$ cat src/rtl/bcd_countdown_timer.sv
// ============================================================================
// bcd_countdown_timer : MM:SS BCD countdown with load/clear, pause and done pulse
// Revision 1.0
// ============================================================================
`default_nettype none

module bcd_countdown_timer #(
  parameter int TICK_DIV = 50000000
) (
  input  logic       clk,
  input  logic       rst_n,
  input  logic       clear,
  input  logic       load,
  input  logic       start,
  input  logic       pause,
  input  logic [3:0] ClearUS,
  input  logic [3:0] ClearDS,
  input  logic [3:0] ClearUM,
  input  logic [3:0] ClearDM,
  input  logic [3:0] PresetUS,
  input  logic [3:0] PresetDS,
  input  logic [3:0] PresetUM,
  input  logic [3:0] PresetDM,
  output logic [3:0] US,
  output logic [3:0] DS,
  output logic [3:0] UM,
  output logic [3:0] DM,
  output logic       running,
  output logic       done,
  output logic       zero
);

  localparam int PW = (TICK_DIV > 2) ? $clog2(TICK_DIV) : 1;
  localparam logic [PW-1:0] c_tick_last = PW'(TICK_DIV - 1);

  typedef enum logic [1:0] {
    S_IDLE   = 2'd0,
    S_RUN    = 2'd1,
    S_PAUSED = 2'd2,
    S_DONE   = 2'd3
  } state_t;

  state_t        r_state;
  logic [3:0]    r_us, r_ds, r_um, r_dm;
  logic [PW-1:0] r_presc;
  logic          r_start_q;
  logic          r_running;
  logic          r_done;

  logic          w_start_edge;
  logic          w_tick;
  logic [3:0]    w_us_n, w_ds_n, w_um_n, w_dm_n;
  logic          w_dec_zero;

  function automatic logic [3:0] sat(input logic [3:0] v, input logic [3:0] m);
    return (v > m) ? m : v;
  endfunction

  assign w_start_edge = start & ~r_start_q;
  assign w_tick       = (r_presc == c_tick_last);
  assign zero         = (r_us == 4'd0) && (r_ds == 4'd0) && (r_um == 4'd0) && (r_dm == 4'd0);

  // Borrow chain; a zero count holds so 00:00 stays terminal.
  always_comb begin
    w_us_n = r_us;
    w_ds_n = r_ds;
    w_um_n = r_um;
    w_dm_n = r_dm;
    if (!zero) begin
      if (r_us != 4'd0) begin
        w_us_n = r_us - 4'd1;
      end else begin
        w_us_n = 4'd9;
        if (r_ds != 4'd0) begin
          w_ds_n = r_ds - 4'd1;
        end else begin
          w_ds_n = 4'd5;
          if (r_um != 4'd0) begin
            w_um_n = r_um - 4'd1;
          end else begin
            w_um_n = 4'd9;
            if (r_dm != 4'd0) w_dm_n = r_dm - 4'd1;
          end
        end
      end
    end
  end

  assign w_dec_zero = (w_us_n == 4'd0) && (w_ds_n == 4'd0) && (w_um_n == 4'd0) && (w_dm_n == 4'd0);

  always_ff @(posedge clk or negedge rst_n) begin
    if (!rst_n) begin
      r_state   <= S_IDLE;
      r_us      <= 4'd0;
      r_ds      <= 4'd0;
      r_um      <= 4'd0;
      r_dm      <= 4'd0;
      r_presc   <= '0;
      r_start_q <= 1'b0;
      r_running <= 1'b0;
      r_done    <= 1'b0;
    end else begin
      r_start_q <= start;
      r_done    <= 1'b0;
      if (clear || load) begin
        r_us      <= clear ? sat(ClearUS, 4'd9) : sat(PresetUS, 4'd9);
        r_ds      <= clear ? sat(ClearDS, 4'd5) : sat(PresetDS, 4'd5);
        r_um      <= clear ? sat(ClearUM, 4'd9) : sat(PresetUM, 4'd9);
        r_dm      <= clear ? sat(ClearDM, 4'd9) : sat(PresetDM, 4'd9);
        r_presc   <= '0;
        r_state   <= S_IDLE;
        r_running <= 1'b0;
      end else begin
        case (r_state)
          S_IDLE: begin
            if (!pause && w_start_edge && !zero) begin
              r_presc   <= '0;
              r_state   <= S_RUN;
              r_running <= 1'b1;
            end
          end
          S_RUN: begin
            // Prescaler holds its phase across a pause.
            if (pause) begin
              r_state   <= S_PAUSED;
              r_running <= 1'b0;
            end else if (w_tick) begin
              r_presc <= '0;
              r_us    <= w_us_n;
              r_ds    <= w_ds_n;
              r_um    <= w_um_n;
              r_dm    <= w_dm_n;
              if (w_dec_zero) begin
                r_state   <= S_DONE;
                r_running <= 1'b0;
                r_done    <= 1'b1;
              end
            end else begin
              r_presc <= r_presc + 1'b1;
            end
          end
          S_PAUSED: begin
            if (!pause) begin
              r_state   <= S_RUN;
              r_running <= 1'b1;
            end
          end
          default: begin
            r_state   <= S_DONE;
            r_running <= 1'b0;
          end
        endcase
      end
    end
  end

  assign US      = r_us;
  assign DS      = r_ds;
  assign UM      = r_um;
  assign DM      = r_dm;
  assign running = r_running;
  assign done    = r_done;

endmodule

`default_nettype wire

$ cat config.mk
export PLATFORM = sky130hd
export DESIGN_NAME = bcd_countdown_timer
export DESIGN_NICKNAME = d
export VERILOG_FILES = /design/src/rtl/bcd_countdown_timer.sv
export SDC_FILE = /design/constraint.sdc
export NUM_CORES = 1
export LEC_CHECK = 0
export ABC_AREA = 1
export BUFFER_PORTS_ARGS = -buffer_cell sky130_fd_sc_hd__buf_2
export CAP_MARGIN = 0
export CELL_PAD_IN_SITES_DETAIL_PLACEMENT = 2
export CELL_PAD_IN_SITES_GLOBAL_PLACEMENT = 2
export CORE_MARGIN = 1
export CORE_UTILIZATION = 29
export DETAILED_ROUTE_END_ITERATION = 16
export GPL_TIMING_DRIVEN = 0
export PLACE_DENSITY_LB_ADDON = 0.1
export SYNTH_ARGS = -nofsm -noshare
export SYNTH_HDL_FRONTEND = slang
export SYNTH_SLANG_ARGS = --single-unit
export TNS_END_PERCENT = 50
$ cat constraint.sdc
create_clock -name clk -period 2 [get_ports clk]
set_clock_uncertainty 0.15 [all_clocks]
set_input_delay 0 -clock clk [delete_from_list [all_inputs] [get_ports clk]]
set_output_delay 0 -clock clk [all_outputs]
set_load 0.05 [all_outputs]
# == After elaboration in Yosys (flattened, before gate mapping) ==
# Cells that the tools add are included.
# word_totals
rom_bits,0
ff_bits,47
latchBits,0
ram_bits,0
mem_count,0
# op_classes
n_reduce_logical,30
n_eq_ne,9
shifts,0
div_mod_pow,0
mux,66
n_lt_le_gt_ge,8
addsub,5
n_mul,0
bitwise,2
# op_table
cell,count
2-to-1 mux 4 bit,42
2-to-1 mux 26 bit,4
case mux 26 bit (2 select lines),1
zero test 4 bit,8
"adder 26 x 1 -> 26 bit, second input constant",1
"equality test 26 bit, second input constant",1
"> comparator 4 bit, second input constant",6
nonzero test 4 bit,4
"subtractor 4 x 1 -> 4 bit, second input constant",4
2-to-1 mux 2 bit,6
2-to-1 mux 1 bit,11
"!= test 3 bit, second input constant",3
"> comparator 4 x 3 -> 1 bit, second input constant",2
logical AND 1 bit,8
"!= test 4 bit, second input constant",2
case mux 2 bit (3 select lines),1
AND reduction 3 bit,2
AND reduction 4 bit,1
nonzero test 2 bit,2
case mux 1 bit (3 select lines),1
nonzero test 3 bit,1
"equality test 2 x 1 -> 1 bit, second input constant",1
"equality test 2 bit, second input constant",1
zero test 1 bit,2
5 further kinds,5

# == Longest topological paths before layout ==
# Gate-level depths: netlist of run 1.
# depth
ltp_word,14
ltp_mapped,15
ltp_nobuf,15

# == Worst setup path before layout of run 1 ==
# No wires, ideal clock.
# synth_timing
path_type,register -> register
start,"register r_dm[0], in the netlist DM[0]"
end,register r_presc[15]
t_arrival_ps,2024
n_path_buf,0
path_stages_with_launch,13
setup_slack_ps,-304
path_cell_list,dfrtp_1 > inv_1 > ha_1 > inv_1 > nor3_4 > nand3_4 > nand2_2 > nand3_4 > nand2_8 > nor2_4 > nand2_1 > nor3_1 > a21oi_2
# synth_between
elab_chain_cells,6
# synth_lines
item,line_no,rtl
start: declaration,44,"logic [3:0] r_us, r_ds, r_um, r_dm;"
start signal: assignment,109,"r_dm <= clear ? sat(ClearDM, 4'd9) : sat(PresetDM, 4'd9);"
start signal: assignment,132,r_dm <= w_dm_n;
zero test 4 bit,61,assign zero = (r_us == 4'd0) && (r_ds == 4'd0) && (r_um == 4'd0) && (r_dm == 4'd0);
logical AND 1 bit,61,
zero test 1 bit,116,if (!pause && w_start_edge && !zero) begin
logical AND 1 bit,116,
!= test 3 bit (no source line),--,
AND reduction 3 bit (no source line),--,
end signal: assignment,139,r_presc <= r_presc + 1'b1;
end: declaration,45,logic [PW-1:0] r_presc;
# Every way passes these cells.
# A chain may end at the register's enable or synchronous reset.

# == Final worst setup path of run 1 ==
# layout_timing
start,"register r_dm[0], in the netlist DM[0]"
end,register r_presc[11]
# Same word-level chain as after synthesis.

==> summary.txt, run 1 <==
Run status
  • Status: finished with violations
  • Violated checks: hold timing, setup timing

Die
  • Die Y: 113 um
  • Die Width: 113 um
  • Die area: 12800 sq um
  • Num rows: 40
  • Starting density of the core: about 30%
  • Core area: about 12000 sq um
  • Num ports: between 50 and 60

Clock network
  • Worst skew pair latency: 300 ps
  • H-Tree Depth: 2
  • CTS tree: done
  • Root Driver: clkbuf_16
  • Clk sinks: 47
  • Max Root-Sink Buffers: 2
  • Num CTS Buffers: 5
  • Clk slew on worst S/H paths: around 70 ps

Synth
  • Seq cells post-synth: 47
  • Cell count after synthesis: 490
  • Post-synth cell types: 48
  • Synth warn: 0
  • Register area share after synthesis: 32.8%
  • Syn nets: 530
  • Syn Area/Cell: roughly 7.3 sq um
  • Top cells by area, synth: dfrtp_1 33%, nand2_1 12%, inv_1 6.8%
  • Synth top area share: 32.8%
  • Synth area leader: dfrtp_1
  • Cell Area, Synth: 3590 sq um

Setup path
  • Setup CP Type: register to register
  • Capturing point of the worst reg2reg path: r_presc[11]$_DFFE_PN0P_
  • CP Capture Type: register
  • Critical Path AT: 2230 ps
  • Crit path from: DM[0]$_DFFE_PN0P_
  • Critical Path Fanout Max: 5
  • Slack of the worst reg-to-reg path: -200 ps
  • FF-to-FF Start: DM[0]$_DFFE_PN0P_
  • End of the critical path: r_presc[11]$_DFFE_PN0P_
  • Critical Path Start Type: register
  • R2R depth: 15
  • Required time of the worst setup path: between 2000 and 2500 ps

Timing
  • Worst hold margin: -2.61 ps
  • Final setup vio count: ~40
  • Setup TNS: -3830 ps
  • Fin crit period: 2200 ps
  • RSZ-0062 raised after global routing: true
  • Slew Limit Fails: 0
  • Fmax: 0.454 GHz
  • Final setup margin: -204 ps
  • Worst rel slew slack: roughly a fifth
  • Slew @ Worst Pin: roughly 1200 ps
  • Tcrit/Tclk final: 110%
  • Fin. Hold Viols: 4

Placed design
  • Routability-driven placement congestion ratio: approximately 0.8
  • Pre-CTS WS: -338 ps
  • I/O Buffers: 56
  • Dpl hpwl: 9850 um

Final layout
  • Share of cells above drive strength 1: 38.5%
  • Reg area: roughly 1200 sq um
  • Filler cells: 1350
  • Multi-input gate area: 2340 sq um
  • Final Util: 42.1%
  • Ant diodes: 0
  • NumNets Final: 641
  • Most common cell after layout, fill and taps aside: nand2_1
  • Synth-to-Final Area Change: 41.4%
  • Most frequent cells in the layout: 101 x nand2_1, 59 x inv_1, 56 x buf_2, 43 x nor2_1, 32 x dfrtp_1

Run
  • Max Cap Viol: 0

GRT
  • Global-route wire length before repair: 21100 um
  • Pin count of the biggest net entering global routing: 48
  • Gr usage total: roughly a fifth
  • Total overflow reported by the global router: 0
  • Initial antenna violation count: 0
  • Vias in the first global route: about 4200

Drt
  • DR vias: 3804
  • Post-DRT Antenna Nets: 0
  • Total Wirelength: 13500 um
  • Pre-Repair DR Iteration Count: 4
  • Drt drc: 0
  • DR WL/cell: 17.5 um
  • Post-DR vias/cell: 4.94
  • First DRT Iteration DRCs: 117

Worst hold path
  • HP Start: ClearUM[2]
  • Tightest Hold Check Type: primary input to register

Pwr
  • Power per Cell Area: 566 nW/um^2
  • Leakage: 2.25 nW
  • Maximum VDD drop: 260 uV
  • Total Power: ~0.0029 W
==> layer usage <==
metal | share of wire [%] | vias up | track usage (%) | wire length, um
met1 | 41 | 1902 | 23.4 | 5480
met2 | 56 | 57 | 42.5 | 7520
li1 | - | 1833 | - | -
met4 | 1.4 | 0 | 5.09 | 188
met3 | 1.9 | 12 | 2.30 | 262
met5 | 0 | - | 0 | 0
==> repair_timing <==
item,4_1_cts,5_1_grt
gates cloned,1,1
pin swaps,8,16
resized for setup,46,49
hold endpoints to repair,64,0
setup buffers,16,9
endpoints found under the setup margin,46,46
hold buffers,23,0
==> through the flow <==
step	instances	cell area, sq um	hold WS [ps]
2_1_floorplan	490	3630	-446
3_3_place_gp	714	4120	-19.3
3_5_place_dp	714	4120	-22.1
4_1_cts	762	4850	0.709
5_1_grt	770	5080	23.4
6_report	770	5080	-2.61
==> worst max-delay path, stage by stage (launching register included) <==
cell,delay (ps)
dfrtp_2,420
inv_4,70
ha_4,150
inv_4,40
nor3_4,150
buf_12,140
nand3_4,130
nand2_4,110
nand3_4,90
nand2_8,120
buf_6,140
nor2_4,60
nand2_4,110
nor2_4,40
o21ai_2,110
nor2_1,50
==> state kept, by name (all words and copies together) (netlist names) <==
name	cells
DM	4
DS	4
UM	4
US	4
done	1
r_presc	26
r_start_q	1
r_state	2
running	1
==> Yosys cell counts, drive strengths merged <==
cell type / count
a211oi: 2
a21oi: 25
a31oi: 3
a41oi: 2
buf: 7
clkbuf: 3
dfrtp: 47
ha: 2
inv: 71
nand2: 129
nand3: 40
nand4: 5
nor2: 70
nor3: 16
nor4: 5
o2111ai: 1
o211ai: 4
o21ai: 34
o21ba: 1
o221ai: 6
o22ai: 5
o31ai: 1
o32ai: 4
or2: 2
xnor2: 2
xor2: 3
==> worst min path at each step <==
stage	end	slack, ps	depth (start not counted)
2_1_floorplan	DM[0]$_DFFE_PN0P_	-450	0
3_3_place_gp	r_start_q$_DFF_PN0_	-20	1
3_5_place_dp	r_start_q$_DFF_PN0_	-20	1
4_1_cts	US[2]$_DFFE_PN0P_	0.7	5
5_1_grt	UM[0]$_DFFE_PN0P_	20	5
6_report	UM[2]$_DFFE_PN0P_	-3	5
==> report_power, final <==
group | internal (W) | switching (W)
combinational | 0.000308 | 0.000538
clock | 0.000593 | 0.000387
sequential | 0.000992 | 0.0000584
total | 0.00189 | 0.000984
==> final cells by class <==
type                    count  area share [%]
inverters                  71            5.69
flip-flops and latches     47            23.5
well taps                 168            4.14
clock inverters             1           0.591
plain buffers               9            1.77
multi-input cells         362            46.1
repair buffers            105            15.5
clock buffers               7            2.61
==> cells by family (layout without fill, tap and decap cells) <==
family / Yosys count / after routing / synth area share, %
buffers and inverters: 81 / 193 / 10.1
DFF: 47 / 47 / 32.8
xor gates and xnor gates: 5 / 5 / 1.22
AOI/OAI and AO/OA: 88 / 88 / 16.4
adders and majority gates: 2 / 2 / 0.697
and+or+nand+nor: 267 / 267 / 38.8
Power figures use the tool's default switching activity.
==> run 2, diff against run 1 <==
- CORE_ASPECT_RATIO: unset -> 1.1
==> run 2 against run 1 <==
The flow still finishes with violations (hold timing, setup timing); core utilization is 0.34 points higher; highest routed layer unchanged; setup slack better by 4.3 ps; sequential share of layout area shrank 0.26 points; critical endpoint is now r_presc[25]$_DFFE_PN0P_; die area hardly changed.
==> summary.txt, run 2 (synthesis gave the netlist of run 1 again) <==
Setup path
  • Critical Path Start Type: register
  • Critical Path AT: 2240 ps
  • Slack of the worst reg-to-reg path: -200 ps
  • Critical Path Fanout Max: 5
  • Setup CP Type: register to register
  • Required time of the worst setup path: 2040 ps
  • Capturing point of the worst reg2reg path: r_presc[25]$_DFFE_PN0P_
  • FF-to-FF Start: DM[0]$_DFFE_PN0P_
  • R2R depth: 13
  • CP Capture Type: register

Placed design
  • Routability-driven placement congestion ratio: 0.825
  • Pre-CTS WS: -313 ps
  • I/O Buffers: 56
  • Dpl hpwl: 9990 um

Pwr
  • Leakage: approximately 2.3 nW
  • Flop pwr share: 35.2%
  • Switching power: 0.00102 W
  • Maximum VDD drop: around 320 uV
  • Clock Power Share: 35.0%
  • P_int: 0.00194 W
  • Power per Cell Area: 581 nW/um^2
  • Comb pwr share: 29.7%
  • Sw Ratio: between 30 and 40%

Timing
  • Fin. Hold Viols: 2
  • Fmax: ~0.45 GHz
  • Fin crit period: 2200 ps
  • Final setup vio count: 43
  • Slew Limit Fails: 0
  • Tcrit/Tclk final: 110%
  • Final setup margin: -199 ps
  • Worst hold margin: -2.79 ps
  • RSZ-0062 raised after global routing: true
  • Worst rel slew slack: 19.7%
  • Slew @ Worst Pin: approximately 1200 ps

Final layout
  • Max FFs per register: 26
  • Most frequent cells in the layout: 98 x nand2_1, 61 x inv_1, 56 x buf_2, 47 x nor2_1, 37 x dfrtp_1
  • Ant diodes: 0
  • Final Util: 42.4%
  • Largest register by flop count: r_presc
  • Reg area: 1190 sq um
  • NumNets Final: ~640
  • Multi-input gate area: 2340 sq um
  • Most common cell after layout, fill and taps aside: nand2_1
  • Share of cells above drive strength 1: approximately two fifths
  • Synth-to-Final Area Change: 42.2%
  • Filler cells: 1395

Clock network
  • Worst skew pair latency: 300 ps
  • CTS tree: done
  • Clk sinks: 47
  • Num CTS Buffers: 5
  • Root Driver: clkbuf_16
  • Max Root-Sink Buffers: 2
  • Clk slew on worst S/H paths: ~80 ps
  • H-Tree Depth: 2

Drt
  • Post-DRT Antenna Nets: 0
  • Post-DR vias/cell: roughly 5.1
  • Drt drc: 0
  • First DRT Iteration DRCs: 65
  • Total Wirelength: ~14000 um
  • Pre-Repair DR Iteration Count: 4
  • DR WL/cell: 18.2 um
  • DR vias: 3833

Worst hold path
  • HP Start: PresetDM[2]
  • WHS Endpoint: DM[2]$_DFFE_PN0P_
  • WHS Path Cells: 5
  • Tightest Hold Check Type: primary input to register

Die
  • Starting density of the core: 29.8%
  • Num rows: 42
  • Die Width: approximately 110 um
  • Core area: 12000 sq um
  • Die area: between 10000 and 15000 sq um
  • Die Y: between 100 and 150 um
  • Num ports: 57

Run status
  • Violated checks: hold timing, setup timing
  • Status: finished with violations

Run
  • Max Cap Viol: 0

GRT
  • Pin count of the biggest net entering global routing: 48
  • Initial antenna violation count: 0
  • Global-route wire length before repair: around 22000 um
  • Vias in the first global route: 4356
  • Total overflow reported by the global router: 0
  • Gr usage total: a little under a quarter
## run 2: cell types whose count changed in the layout (fill, tap and decap cells not counted), moves of 3 or more
| cell | before | now |
|---|---|---|
| nor2_1 | 43 | 47 |
| buf_6 | 8 | 5 |
| dfrtp_1 | 32 | 37 |
| dfrtp_2 | 15 | 10 |
| nor2_2 | 15 | 12 |
| nand2_1 | 101 | 98 |
## run 2: routing by layer
layer / track usage (%) / routed length, um
met1: 23.3 / 5170
met5: 0 / 0
met4: 6.34 / 213
met2: 46.1 / 8090
met3: 3.09 / 312
## run 2: worst max-delay path by stage
stage | end | start | cells past startpoint | slack, ps
final | r_presc[25]$_DFFE_PN0P_ | DM[0]$_DFFE_PN0P_ | 13 | -200
after global routing | running$_DFFE_PN0P_ | DM[0]$_DFFE_PN0P_ | 14 | -330
after CTS | running$_DFFE_PN0P_ | DM[0]$_DFFE_PN0P_ | 14 | -300
after detailed placement | running$_DFFE_PN0P_ | DM[0]$_DFFE_PN0P_ | 13 | -310
after global placement | UM[0]$_DFFE_PN0P_ | r_presc[14]$_DFFE_PN0P_ | 8 | -270
after floorplan | r_presc[18]$_DFFE_PN0P_ | DM[0]$_DFFE_PN0P_ | 13 | -100
## run 2: critical path, stage by stage (launching register included)
cell and delay (ps):
dfrtp_2 430, inv_4 70, ha_4 120, inv_2 40, nor3_4 250, nand3_4 170
nand2_4 100, nand3_4 90, nand2_8 110, buf_8 140, buf_8 150, nor3_2 60
xor2_1 150, nor2_1 60
## run 2: area by class of cell
type	count	area share (%)
Buffer	10	1.98
Clock buffer	6	2.72
Clock inverter	2	0.759
Inverter	71	5.61
Multi-Input combinational cell	362	45.8
Sequential cell	47	23.3
Tap cell	154	3.77
Timing Repair Buffer	105	16.0
## run 2: through the flow
step / setup TNS, ps / std cells / power, W / cell area, sq um
floorplan: -1720 / 490 / 0.00153 / 3630
global placement: -8680 / 700 / 0.00175 / 4110
CTS: -7990 / 751 / 0.00297 / 4900
detailed placement: -9750 / 700 / 0.00177 / 4110
finish: -6080 / 757 / 0.00297 / 5110
global route: -11070 / 757 / 0.00311 / 5110
## run 2: repair_timing
action,in CTS,in global routing
hold buffers,24,0
gates cloned,2,1
setup buffers,17,5
pin swaps,15,17
resized for setup,46,40
setup endpoints to repair,46,47
hold endpoints to repair,65,0
## run 2: power by group through the flow
stage	logic, W	clock network [W]	registers (W)
2_1_floorplan	0.000358	0	0.00118
3_3_place_gp	0.000688	0	0.00106
3_5_place_dp	0.000709	0	0.00106
4_1_cts	0.000853	0.00107	0.00104
5_1_grt	0.000959	0.00110	0.00105
6_report	0.000882	0.00104	0.00104
==> run 3, diff against run 2 <==
- RECOVER_POWER: unset -> 100
- SLEW_MARGIN: unset -> 10
==> run 3 against run 2 <==
The run still ends with hold timing, setup timing left; via count unchanged; register-to-register slack hardly changed; clock power barely moved; setup slack got worse by 0.55 ps; worst hold slack lost 1.1 ps.
==> summary.txt, run 3 (synthesis gave the netlist of run 1 again) <==
Timing
  • Worst hold margin: -3.89 ps
  • Final setup vio count: 43
  • Fin. Hold Viols: 3
  • Setup TNS: -6070 ps
  • Fin crit period: 2200 ps
  • Worst rel slew slack: between 10% and 20%
  • Tcrit/Tclk final: 110%
  • Fmax: 0.455 GHz
  • Slew @ Worst Pin: between 1000 and 1500 ps
  • RSZ-0062 raised after global routing: true
  • Slew Limit Fails: 0
  • Final setup margin: -200 ps

Drt
  • First DRT Iteration DRCs: 79
  • DR vias: between 3000 and 4000
  • Post-DRT Antenna Nets: 0
  • DR WL/cell: 18.2 um
  • Total Wirelength: 13800 um
  • Pre-Repair DR Iteration Count: 4
  • Drt drc: 0
  • Post-DR vias/cell: 5.06

Final layout
  • Most frequent cells in the layout: 98 x nand2_1, 61 x inv_1, 47 x nor2_1, 37 x dfrtp_1, 37 x buf_2
  • Synth-to-Final Area Change: 41.6%
  • NumNets Final: 642
  • Filler cells: 1405
  • Multi-input gate area: about 2300 sq um
  • Design Area, Final: just over 5000 sq um
  • Most common cell after layout, fill and taps aside: nand2_1
  • Reg area: 1190 sq um
  • Ant diodes: 0
  • Non-Filler Instances: 757
  • Largest register by flop count: r_presc
  • Max FFs per register: 26
  • Share of cells above drive strength 1: 35.2%

Clock network
  • Root Driver: clkbuf_16
  • Num CTS Buffers: 5
  • CTS tree: done
  • Clk slew on worst S/H paths: 80 ps
  • H-Tree Depth: 2
  • Max Root-Sink Buffers: 2
  • Worst skew pair latency: 300 ps
  • Clk sinks: 47

Die
  • Die Width: 108 um
  • Die Y: 119 um
  • Starting density of the core: 29.8%
  • Core area: approximately 12000 sq um
  • Die area: 12800 sq um
  • Num rows: 42
  • Num ports: 57

Placed design
  • Routability-driven placement congestion ratio: 0.825
  • Placed cells: 700
  • I/O Buffers: 56
  • Dpl hpwl: 9990 um
  • Area after DPL: 4110 sq um

Setup path
  • Required time of the worst setup path: 2040 ps
  • CP Capture Type: register
  • Critical Path AT: 2240 ps
  • Critical Path Start Type: register
  • Critical Path Fanout Max: 5
  • Setup CP Type: register to register

Run status
  • Status: finished with violations
  • Violated checks: hold timing, setup timing

GRT
  • Vias in the first global route: about 4400
  • Initial antenna violation count: 0
  • Global-route wire length before repair: ~22000 um
  • Pin count of the biggest net entering global routing: 48
  • Gr usage total: between 20 and 25%
  • Total overflow reported by the global router: 0

Run
  • Max Cap Viol: 0

Worst hold path
  • Tightest Hold Check Type: primary input to register

Pwr
  • Leakage: 2.24 nW
  • Power per Cell Area: ~580 nW/um^2
  • Total Power: 0.00296 W
  • Maximum VDD drop: 317 uV
==> run 3: changes by cell type in the layout (fill, tap and decap cells not counted) <==
cell and delta:
clkbuf_2 +1, buf_2 -19, clkbuf_1 +18
==> run 3: per-layer routing <==
metal,routed length (um),GRT usage (%),part of all wire (%),up-vias
met2,8090,46.1,59,66
met5,0,0,0,-
met3,351,3.09,2.6,14
li1,-,-,-,1845
met4,232,6.34,1.7,0
met1,5090,23.3,37,1908
==> run 3: area by class of cell <==
class                      count  area share (%)
inverter                      71            5.63
multi-input combinational    362            46.0
clock inverter                 2           0.763
buffer                        10            1.99
timing repair buffer         105            15.7
clock buffer                   6            2.73
tap                          154            3.79
sequential                    47            23.4
==> run 3: path summary, 6_finish.rpt <==
path,from,endpoint,slack (ps),cells past startpoint
worst min-delay path,PresetDM[2],DM[2]$_DFFE_PN0P_,-4,5
min in group asynchronous,rst_n,r_presc[0]$_DFFE_PN0P_,390,2
worst max-delay path,DM[0]$_DFFE_PN0P_,r_presc[25]$_DFFE_PN0P_,-200,13
worst max register to register,DM[0]$_DFFE_PN0P_,r_presc[25]$_DFFE_PN0P_,-200,13
max in group asynchronous,rst_n,DS[1]$_DFFE_PN0P_,410,2
worst min register to register,running$_DFFE_PN0P_,running$_DFFE_PN0P_,340,2
==> run 3: stage by stage <==
stage,utilization [%],hold slack [ps],setup slack (ps)
2_1_floorplan,-,-446,-95.9
6_report,42.3,-3.89,-200
3_3_place_gp,34.1,-24.5,-271
4_1_cts,40.7,3.31,-300
3_5_place_dp,34.1,-23.6,-313
5_1_grt,42.3,29.1,-330
==> run 3: where the power goes <==
group	total, W	switching [W]	internal (W)
combinational	0.000872	0.000560	0.000312
sequential	0.00105	0.0000533	0.000992
clock	0.00104	0.000411	0.000630
total	0.00296	0.00102	0.00193
==> run 3: worst max-delay path, cell delays in order (launching register included) <==
cell,delay [ps]
dfrtp_2,430
inv_4,70
ha_4,120
inv_2,40
nor3_4,250
nand3_4,170
nand2_4,100
nand3_4,90
nand2_8,110
buf_8,150
buf_8,150
nor3_2,60
xor2_1,150
nor2_1,60
==> run 3: repair_timing <==
| action | 4_1_cts | 5_1_grt |
|---|---|---|
| gates resized for setup | 46 | 40 |
| cloned | 2 | 1 |
| hold buffers | 24 | 0 |
| buffers inserted | 17 | 5 |
| pin swaps | 15 | 17 |
| hold endpoints to repair | 65 | 0 |
| endpoints found under the setup margin | 46 | 47 |
